===== src/rtl/nes_clk_scheduler_pkg.sv =====
// nes_pkg: shared types and constants for the NES clock-enable scheduler.
//   nes_sched_state_t : HALT / RUN / STEP scheduler states
//   NES_*_DIV         : default MCLK divide ratios (CPU, PPU dot, VGA pixel)
//   cnt_w()           : counter width needed for a divide ratio
package nes_pkg;

  typedef enum logic [1:0] {
    HALT = 2'd0,
    RUN  = 2'd1,
    STEP = 2'd2
  } nes_sched_state_t;

  localparam int NES_CPU_DIV = 12;
  localparam int NES_PPU_DIV = 4;
  localparam int NES_VGA_DIV = 2;

  function automatic int cnt_w(input int div);
    return (div > 1) ? $clog2(div) : 1;
  endfunction

endpackage


===== src/rtl/nes_clk_scheduler_if.sv =====
// nes_clk_scheduler_if: control/enable bundle of the clock scheduler.
//   ENABLE, STEP_MODE, STEP_REQ : run/step controls (into scheduler)
//   CPU_CE, PPU_CE, VGA_CE      : single-MCLK clock enables (out of scheduler)
//   HALTED, CPU_CYCLES          : status (out of scheduler)
// slave = scheduler side, master = controller / testbench side.
interface nes_clk_scheduler_if;
  logic        ENABLE;
  logic        STEP_MODE;
  logic        STEP_REQ;
  logic        CPU_CE;
  logic        PPU_CE;
  logic        VGA_CE;
  logic        HALTED;
  logic [31:0] CPU_CYCLES;

  modport slave (
    input  ENABLE, STEP_MODE, STEP_REQ,
    output CPU_CE, PPU_CE, VGA_CE, HALTED, CPU_CYCLES
  );

  modport master (
    output ENABLE, STEP_MODE, STEP_REQ,
    input  CPU_CE, PPU_CE, VGA_CE, HALTED, CPU_CYCLES
  );
endinterface


===== src/rtl/nes_ce_divider.sv =====
// nes_ce_divider: modulo-DIV counter used to derive clock enables.
//   MCLK, RESET_N : clock, async active-low reset
//   advance       : count this cycle
//   clear         : force count to 0 (wins over advance)
//   cnt           : current count 0..DIV-1
//   tc            : terminal count (cnt == DIV-1), combinational
module nes_ce_divider
  import nes_pkg::*;
#(
  parameter int DIV = 2
) (
  input  logic                  MCLK,
  input  logic                  RESET_N,
  input  logic                  advance,
  input  logic                  clear,
  output logic [cnt_w(DIV)-1:0] cnt,
  output logic                  tc
);
  localparam int W = cnt_w(DIV);

  logic [W-1:0] r_cnt;

  assign tc  = (r_cnt == W'(DIV - 1));
  assign cnt = r_cnt;

  always_ff @(posedge MCLK or negedge RESET_N) begin
    if (!RESET_N)     r_cnt <= '0;
    else if (clear)   r_cnt <= '0;
    else if (advance) r_cnt <= tc ? '0 : r_cnt + W'(1);
  end
endmodule


===== src/rtl/nes_clk_scheduler.sv =====
// nes_clk_scheduler: NES clock-enable scheduler with run/halt/single-step.
//   MCLK, RESET_N : master clock, async active-low reset
//   bus (slave)   : ENABLE/STEP_MODE/STEP_REQ in; CPU_CE/PPU_CE/VGA_CE,
//                   HALTED, CPU_CYCLES out (all registered)
// Halting only happens on whole CPU-cycle boundaries, so a started CPU
// cycle always finishes. VGA_CE free-runs regardless of state.
// Optional macro NES_CYCLE_COUNTER_EN: implements the 32-bit CPU_CYCLES
// counter; otherwise CPU_CYCLES is tied to 0.
module nes_clk_scheduler
  import nes_pkg::*;
#(
  parameter int CPU_DIV = NES_CPU_DIV,
  parameter int PPU_DIV = NES_PPU_DIV,
  parameter int VGA_DIV = NES_VGA_DIV
) (
  input  logic                 MCLK,
  input  logic                 RESET_N,
  nes_clk_scheduler_if.slave   bus
);

  if (PPU_DIV < 2) begin : g_chk_ppu
    $error("nes_clk_scheduler: PPU_DIV must be >= 2");
  end
  if (VGA_DIV < 2) begin : g_chk_vga
    $error("nes_clk_scheduler: VGA_DIV must be >= 2");
  end
  if ((CPU_DIV < PPU_DIV) || ((CPU_DIV % PPU_DIV) != 0)) begin : g_chk_cpu
    $error("nes_clk_scheduler: CPU_DIV must be a multiple of PPU_DIV");
  end

  nes_sched_state_t r_state, w_next;
  logic r_step_q;
  logic r_cpu_ce, r_ppu_ce, r_vga_ce, r_halted;

  logic w_active, w_halt;
  logic w_ppu_tc, w_cpu_tc, w_vga_tc;
  logic [cnt_w(PPU_DIV)-1:0] w_ppu_cnt;
  logic [cnt_w(CPU_DIV)-1:0] w_cpu_cnt;
  logic [cnt_w(VGA_DIV)-1:0] w_vga_cnt;
  logic w_unused_cnt;

  assign w_active = (r_state != HALT);
  assign w_halt   = (r_state == HALT);

  // The PPU counter is also cleared at the CPU boundary so the two always
  // wrap together even if they were ever to drift.
  nes_ce_divider #(.DIV(PPU_DIV)) u_ppu_div (
    .MCLK(MCLK), .RESET_N(RESET_N),
    .advance(w_active), .clear(w_halt || (w_active && w_cpu_tc)),
    .cnt(w_ppu_cnt), .tc(w_ppu_tc)
  );

  nes_ce_divider #(.DIV(CPU_DIV)) u_cpu_div (
    .MCLK(MCLK), .RESET_N(RESET_N),
    .advance(w_active), .clear(w_halt),
    .cnt(w_cpu_cnt), .tc(w_cpu_tc)
  );

  nes_ce_divider #(.DIV(VGA_DIV)) u_vga_div (
    .MCLK(MCLK), .RESET_N(RESET_N),
    .advance(1'b1), .clear(1'b0),
    .cnt(w_vga_cnt), .tc(w_vga_tc)
  );

  // Raw counts are only needed through their terminal-count flags here.
  assign w_unused_cnt = ^{w_ppu_cnt, w_cpu_cnt, w_vga_cnt};

  always_ff @(posedge MCLK or negedge RESET_N) begin
    if (!RESET_N) r_state <= HALT;
    else          r_state <= w_next;
  end

  always_comb begin
    w_next = r_state;
    case (r_state)
      HALT: begin
        if (!bus.STEP_MODE && bus.ENABLE)
          w_next = RUN;
        else if (bus.STEP_MODE && bus.STEP_REQ && !r_step_q)
          w_next = STEP;
      end
      RUN:     if (w_cpu_tc && (!bus.ENABLE || bus.STEP_MODE)) w_next = HALT;
      STEP:    if (w_cpu_tc) w_next = HALT;
      default: w_next = HALT;
    endcase
  end

  // step_q tracks STEP_REQ in every state, so an edge that arrives while
  // running is consumed and never replayed once halted.
  always_ff @(posedge MCLK or negedge RESET_N) begin
    if (!RESET_N) begin
      r_step_q <= 1'b0;
      r_cpu_ce <= 1'b0;
      r_ppu_ce <= 1'b0;
      r_vga_ce <= 1'b0;
      r_halted <= 1'b1;
    end else begin
      r_step_q <= bus.STEP_REQ;
      r_cpu_ce <= w_active && w_cpu_tc;
      r_ppu_ce <= w_active && w_ppu_tc;
      r_vga_ce <= w_vga_tc;
      r_halted <= (w_next == HALT);
    end
  end

  assign bus.CPU_CE = r_cpu_ce;
  assign bus.PPU_CE = r_ppu_ce;
  assign bus.VGA_CE = r_vga_ce;
  assign bus.HALTED = r_halted;

`ifdef NES_CYCLE_COUNTER_EN
  logic [31:0] r_cpu_cycles;

  // Counts on the same edge that raises CPU_CE, so it already includes
  // the pulse currently on the output.
  always_ff @(posedge MCLK or negedge RESET_N) begin
    if (!RESET_N)                  r_cpu_cycles <= '0;
    else if (w_active && w_cpu_tc) r_cpu_cycles <= r_cpu_cycles + 32'd1;
  end

  assign bus.CPU_CYCLES = r_cpu_cycles;
`else
  assign bus.CPU_CYCLES = '0;
`endif

endmodule

===== src/flat_wrapper.sv =====
// flat-port wrapper written by rule: the top's interface ports become plain ports
module nes_clk_scheduler_flat import nes_pkg::*;
#(
  parameter int CPU_DIV = NES_CPU_DIV,
  parameter int PPU_DIV = NES_PPU_DIV,
  parameter int VGA_DIV = NES_VGA_DIV
)
  (MCLK, RESET_N, bus_ENABLE, bus_STEP_MODE, bus_STEP_REQ, bus_CPU_CE, bus_PPU_CE, bus_VGA_CE, bus_HALTED, bus_CPU_CYCLES);
  nes_clk_scheduler_if bus_i ();
  input  logic MCLK;
  input  logic RESET_N;
  input wire logic [$bits(bus_i.ENABLE)-1:0] bus_ENABLE;
  input wire logic [$bits(bus_i.STEP_MODE)-1:0] bus_STEP_MODE;
  input wire logic [$bits(bus_i.STEP_REQ)-1:0] bus_STEP_REQ;
  output wire logic [$bits(bus_i.CPU_CE)-1:0] bus_CPU_CE;
  output wire logic [$bits(bus_i.PPU_CE)-1:0] bus_PPU_CE;
  output wire logic [$bits(bus_i.VGA_CE)-1:0] bus_VGA_CE;
  output wire logic [$bits(bus_i.HALTED)-1:0] bus_HALTED;
  output wire logic [$bits(bus_i.CPU_CYCLES)-1:0] bus_CPU_CYCLES;
  assign bus_i.ENABLE = bus_ENABLE;
  assign bus_i.STEP_MODE = bus_STEP_MODE;
  assign bus_i.STEP_REQ = bus_STEP_REQ;
  assign bus_CPU_CE = bus_i.CPU_CE;
  assign bus_PPU_CE = bus_i.PPU_CE;
  assign bus_VGA_CE = bus_i.VGA_CE;
  assign bus_HALTED = bus_i.HALTED;
  assign bus_CPU_CYCLES = bus_i.CPU_CYCLES;
  nes_clk_scheduler #(.CPU_DIV(CPU_DIV), .PPU_DIV(PPU_DIV), .VGA_DIV(VGA_DIV)) u_core (.MCLK(MCLK), .RESET_N(RESET_N), .bus(bus_i));
endmodule

===== config.mk =====
export PLATFORM = sky130hd
export DESIGN_NAME = nes_clk_scheduler_flat
export DESIGN_NICKNAME = d
export VERILOG_FILES = /design/src/rtl/nes_clk_scheduler_pkg.sv /design/src/rtl/nes_clk_scheduler_if.sv /design/src/rtl/nes_ce_divider.sv /design/src/rtl/nes_clk_scheduler.sv /design/src/flat_wrapper.sv
export SDC_FILE = /design/constraint.sdc
export NUM_CORES = 1
export LEC_CHECK = 0
export ABC_AREA = 0
export BUFFER_PORTS_ARGS = -buffer_cell sky130_fd_sc_hd__buf_2
export CAP_MARGIN = 20
export CORE_MARGIN = 5
export CORE_UTILIZATION = 30
export DETAILED_ROUTE_END_ITERATION = 10
export HOLD_SLACK_MARGIN = 0.15
export PLACE_DENSITY = 0.64
export SLEW_MARGIN = 20
export SYNTH_ARGS = -nofsm -noshare
export SYNTH_HDL_FRONTEND = slang
export SYNTH_SLANG_ARGS = --single-unit

===== constraint.sdc =====
create_clock -name MCLK -period 1.1 [get_ports MCLK]
set_input_delay 0.165 -clock MCLK [delete_from_list [all_inputs] [get_ports MCLK]]
set_output_delay 0.165 -clock MCLK [all_outputs]
set_load 0.005 [all_outputs]

==> summary.txt <==
Status
  • Result of the run: completed

Clock tree
  • Number of clock buffers inserted by TritonCTS: 3
  • Clock insertion delay at the later pin of the skew report: 280 ps
  • Root buf cell: sky130_fd_sc_hd__clkbuf_4
  • Clock Pin Slew Worst Setup and Hold Paths: 80 ps
  • Number of sinks on the clock net: 14
  • CTS HTree Levels: 1
  • Clock Tree Buf Depth: 2
  • Clock tree from TritonCTS: done

Routing
  • Number of iterations in the first detailed-routing pass: 2
  • Routed wire per std cell: 10.2 µm
  • Mean number of vias per cell: 3.61
  • Initial detailed-routing violation count: 2
  • Via count of the routed design: 433
  • Number of DRC violations after detailed routing: 0
  • Routed Antenna Nets: 0
  • Final Routed Wirelength: 1220 µm

Critical path
  • Type of origin of the critical path: register
  • Setup crit start: u_core.bus.HALTED$_DFF_PN1_
  • Crit path cell chain: buf_2
  • Data required, critical path: 940 ps
  • Crit path buffers/inverters: 1
  • Slowest cell on the critical path: sky130_fd_sc_hd__dfstp_2
  • Largest stage delay, worst path: 520 ps
  • Signal arrival time at the worst endpoint: 880 ps
  • Worst r2r src: u_core.u_cpu_div.cnt[0]$_DFF_PN0_
  • Critical Path Fanout Max: 1
  • Worst reg2reg setup slack: 50 ps
  • Worst Setup Path Type: reg -> out
  • Worst setup EP type: output port
  • Family with the most delay on the worst path: flip-flops

Final layout
  • Syn-to-layout area delta: 1.70%
  • Fraction of final layout cells with drive strength greater than 1: 22.2%
  • Nets: 98
  • Layout fillers: 288
  • Post-layout utilization of the core: 32.6%
  • Inserted Diodes: 0
  • Highest-count cells in the layout ignoring fill and taps: 32 x sky130_fd_sc_hd__conb_1, 13 x sky130_fd_sc_hd__dfrtp_1, 8 x sky130_fd_sc_hd__buf_2, 7 x sky130_fd_sc_hd__nor2_1, 4 x sky130_fd_sc_hd__nor2b_1
  • Most frequent standard cell in the layout excluding fill and tap cells: sky130_fd_sc_hd__conb_1

Yosys
  • Compound-Gate Fraction of Synth Area: 3.71%
  • Cell types with the largest area share after synthesis: sky130_fd_sc_hd__dfrtp_1 40%, sky130_fd_sc_hd__buf_4 30%, sky130_fd_sc_hd__dfstp_2 3.2%
  • Number of standard cells after synthesis: 77
  • Synth area leader: sky130_fd_sc_hd__dfrtp_1
  • Mean Syn Cell Area: 10.5 µm²
  • Dominant combinational cell family by area after synthesis: buffers and inverters
  • Yosys Warn Count: 0
  • Simple-gate portion of the synthesized area: 14.1%
  • Post-synth cell types: 22
  • Fraction of post-synthesis cell area in the top cell type by area: 40.2%
  • Synthesized cell area: 810 µm²
  • Post-synthesis sequential element count: 14
  • Multiplexer fraction of the synthesized cell area: 0%
  • Adder-cell area share of the yosys netlist: 3.09%
  • Sequential fraction of the synthesis area: 43.4%
  • Parity-gate share of the synthesized area counting xor and xnor cells: 3.25%

Global routing
  • Global-route wire length before repair: 1700 µm
  • Remaining global-route overflow: 0
  • Global router's overall resource usage: 6.38%
  • Vias in the first global route: 367
  • Number of antenna violations at the first check in global routing: 0
  • Largest net degree at the start of global routing: 15

STA
  • Maximum achievable frequency: 955 MHz
  • Fraction of the cycle the final worst path needs: 95.2%
  • Shortest period the worst path allows: 1050 ps
  • Pins over their slew limit: 0
  • Setup-failing EPs final: 0
  • Setup skew after layout: 6.81 ps
  • Final Hold Fails: 0

Power
  • Maximum vdd drop: 766 µV
  • P_leak: 0.451 nW
  • Pwr dens: 2040 nW/µm²
  • Pwr Total: 1.68 mW

Placed design
  • Routability congestion estimate from global placement: 0.747
  • Post-detail-place hpwl: 971 µm
  • Number of port buffers: 8

Floorplanning
  • Cell Rows: 18
  • Vertical extent of the die: 61.9 µm
  • IO Count: 41
  • Die ar.: 3840 µm²
  • X dimension of the die: 61.9 µm
  • Placeable core area: 2520 µm²
  • Effective utilization at floorplan: 32.1%

Hold path
  • Origin of the worst min-delay path: bus_STEP_MODE
  • Worst min-delay path class: in -> reg

Flow run
  • Number of max-cap violations: 0
[kinds of logic after synthesis]
| group | Yosys count |
|---|---|
| compound gates | 4 |
| xor+xnor | 3 |
| fa+ha+maj | 2 |
| buf+inv | 35 |
| flops | 14 |
| other cells | 1 |
| simple gates | 18 |
[routing by layer]
layer | part of all wire (%) | track usage (%)
met1 | 40 | 8.09
met2 | 49 | 8.73
met3 | 10 | 2.48
met4 | 0.33 | 4.55
met5 | 0 | 0
[area by class of cell]
type / instances / area, µm² / share of cell area (%)
clock buffers: 4 / 26.3 / 3.19
flip-flops and latches: 14 / 352 / 42.7
multi-input cells: 59 / 333 / 40.4
inverters: 2 / 7.51 / 0.912
repair buffers: 11 / 67.6 / 8.21
well taps: 30 / 37.5 / 4.56
[cell usage after synthesis]
cell                       number
sky130_fd_sc_hd__inv_1          2
sky130_fd_sc_hd__nor3_1         1
sky130_fd_sc_hd__nand3b_4       1
sky130_fd_sc_hd__dfstp_2        1
sky130_fd_sc_hd__buf_6          1
sky130_fd_sc_hd__xor2_1         2
sky130_fd_sc_hd__xnor2_1        1
sky130_fd_sc_hd__o21ai_2        1
sky130_fd_sc_hd__a21oi_2        1
sky130_fd_sc_hd__ha_1           2
sky130_fd_sc_hd__a211oi_1       1
sky130_fd_sc_hd__a21oi_1        1
sky130_fd_sc_hd__and4bb_4       1
sky130_fd_sc_hd__buf_4         32
sky130_fd_sc_hd__nand3_1        1
sky130_fd_sc_hd__nand2_1        1
sky130_fd_sc_hd__nor2_1         7
sky130_fd_sc_hd__conb_1         1
sky130_fd_sc_hd__nor2_2         1
sky130_fd_sc_hd__nor4_1         1
sky130_fd_sc_hd__dfrtp_1       13
sky130_fd_sc_hd__nor2b_1        4
[flip-flops by register name, summed over array words and instances, names as in the netlist]
name	cells
u_core.u_cpu_div.cnt	4
u_core.r_state	2
u_core.u_ppu_div.cnt	2
u_core.bus.CPU_CE	1
u_core.bus.HALTED	1
u_core.bus.PPU_CE	1
u_core.bus.VGA_CE	1
u_core.r_step_q	1
u_core.u_vga_div.cnt	1
[power by group]
group	total (mW)	switching, mW	internal [mW]	leakage (nW)
Sequential	0.835	0.144	0.692	0.170
Clock	0.298	0.157	0.140	0.0150
Combinational	0.547	0.265	0.283	0.266
[stage by stage]
step | TNS, ps | setup WS (ps) | hold WS, ps | instance area, µm² | instances
floorplan | 0 | 91.5 | -131 | 926 | 108
global route | -11.6 | -11.6 | 281 | 823 | 120
finish | 0 | 52.5 | 248 | 823 | 120
detailed placement | -14.2 | -14.2 | 74.8 | 752 | 113
global placement | 0 | 65.4 | 69.6 | 752 | 113
CTS | 0 | 11.7 | 238 | 801 | 119
[path summary, 6_finish.rpt]
check | endpoint | cells past startpoint
worst max-delay path | bus_HALTED | 1
worst max register to register | u_core.r_state[0]$_DFF_PN0_ | 4
min in group asynchronous | u_core.bus.PPU_CE$_DFF_PN0_ | 2
worst min register to register | u_core.bus.VGA_CE$_DFF_PN0_ | 0
max in group asynchronous | u_core.bus.HALTED$_DFF_PN1_ | 2
worst min-delay path | u_core.r_state[0]$_DFF_PN0_ | 4
[repair_timing]
action / CTS / global route
gates cloned: 0 / 0
endpoints found under the hold margin: 15 / 0
buffers inserted: 0 / 1
hold buffers: 2 / 0
setup endpoints to repair: 4 / 6
gates resized for setup: 1 / 2
Note: power is estimated with default switching activity, not from simulation.
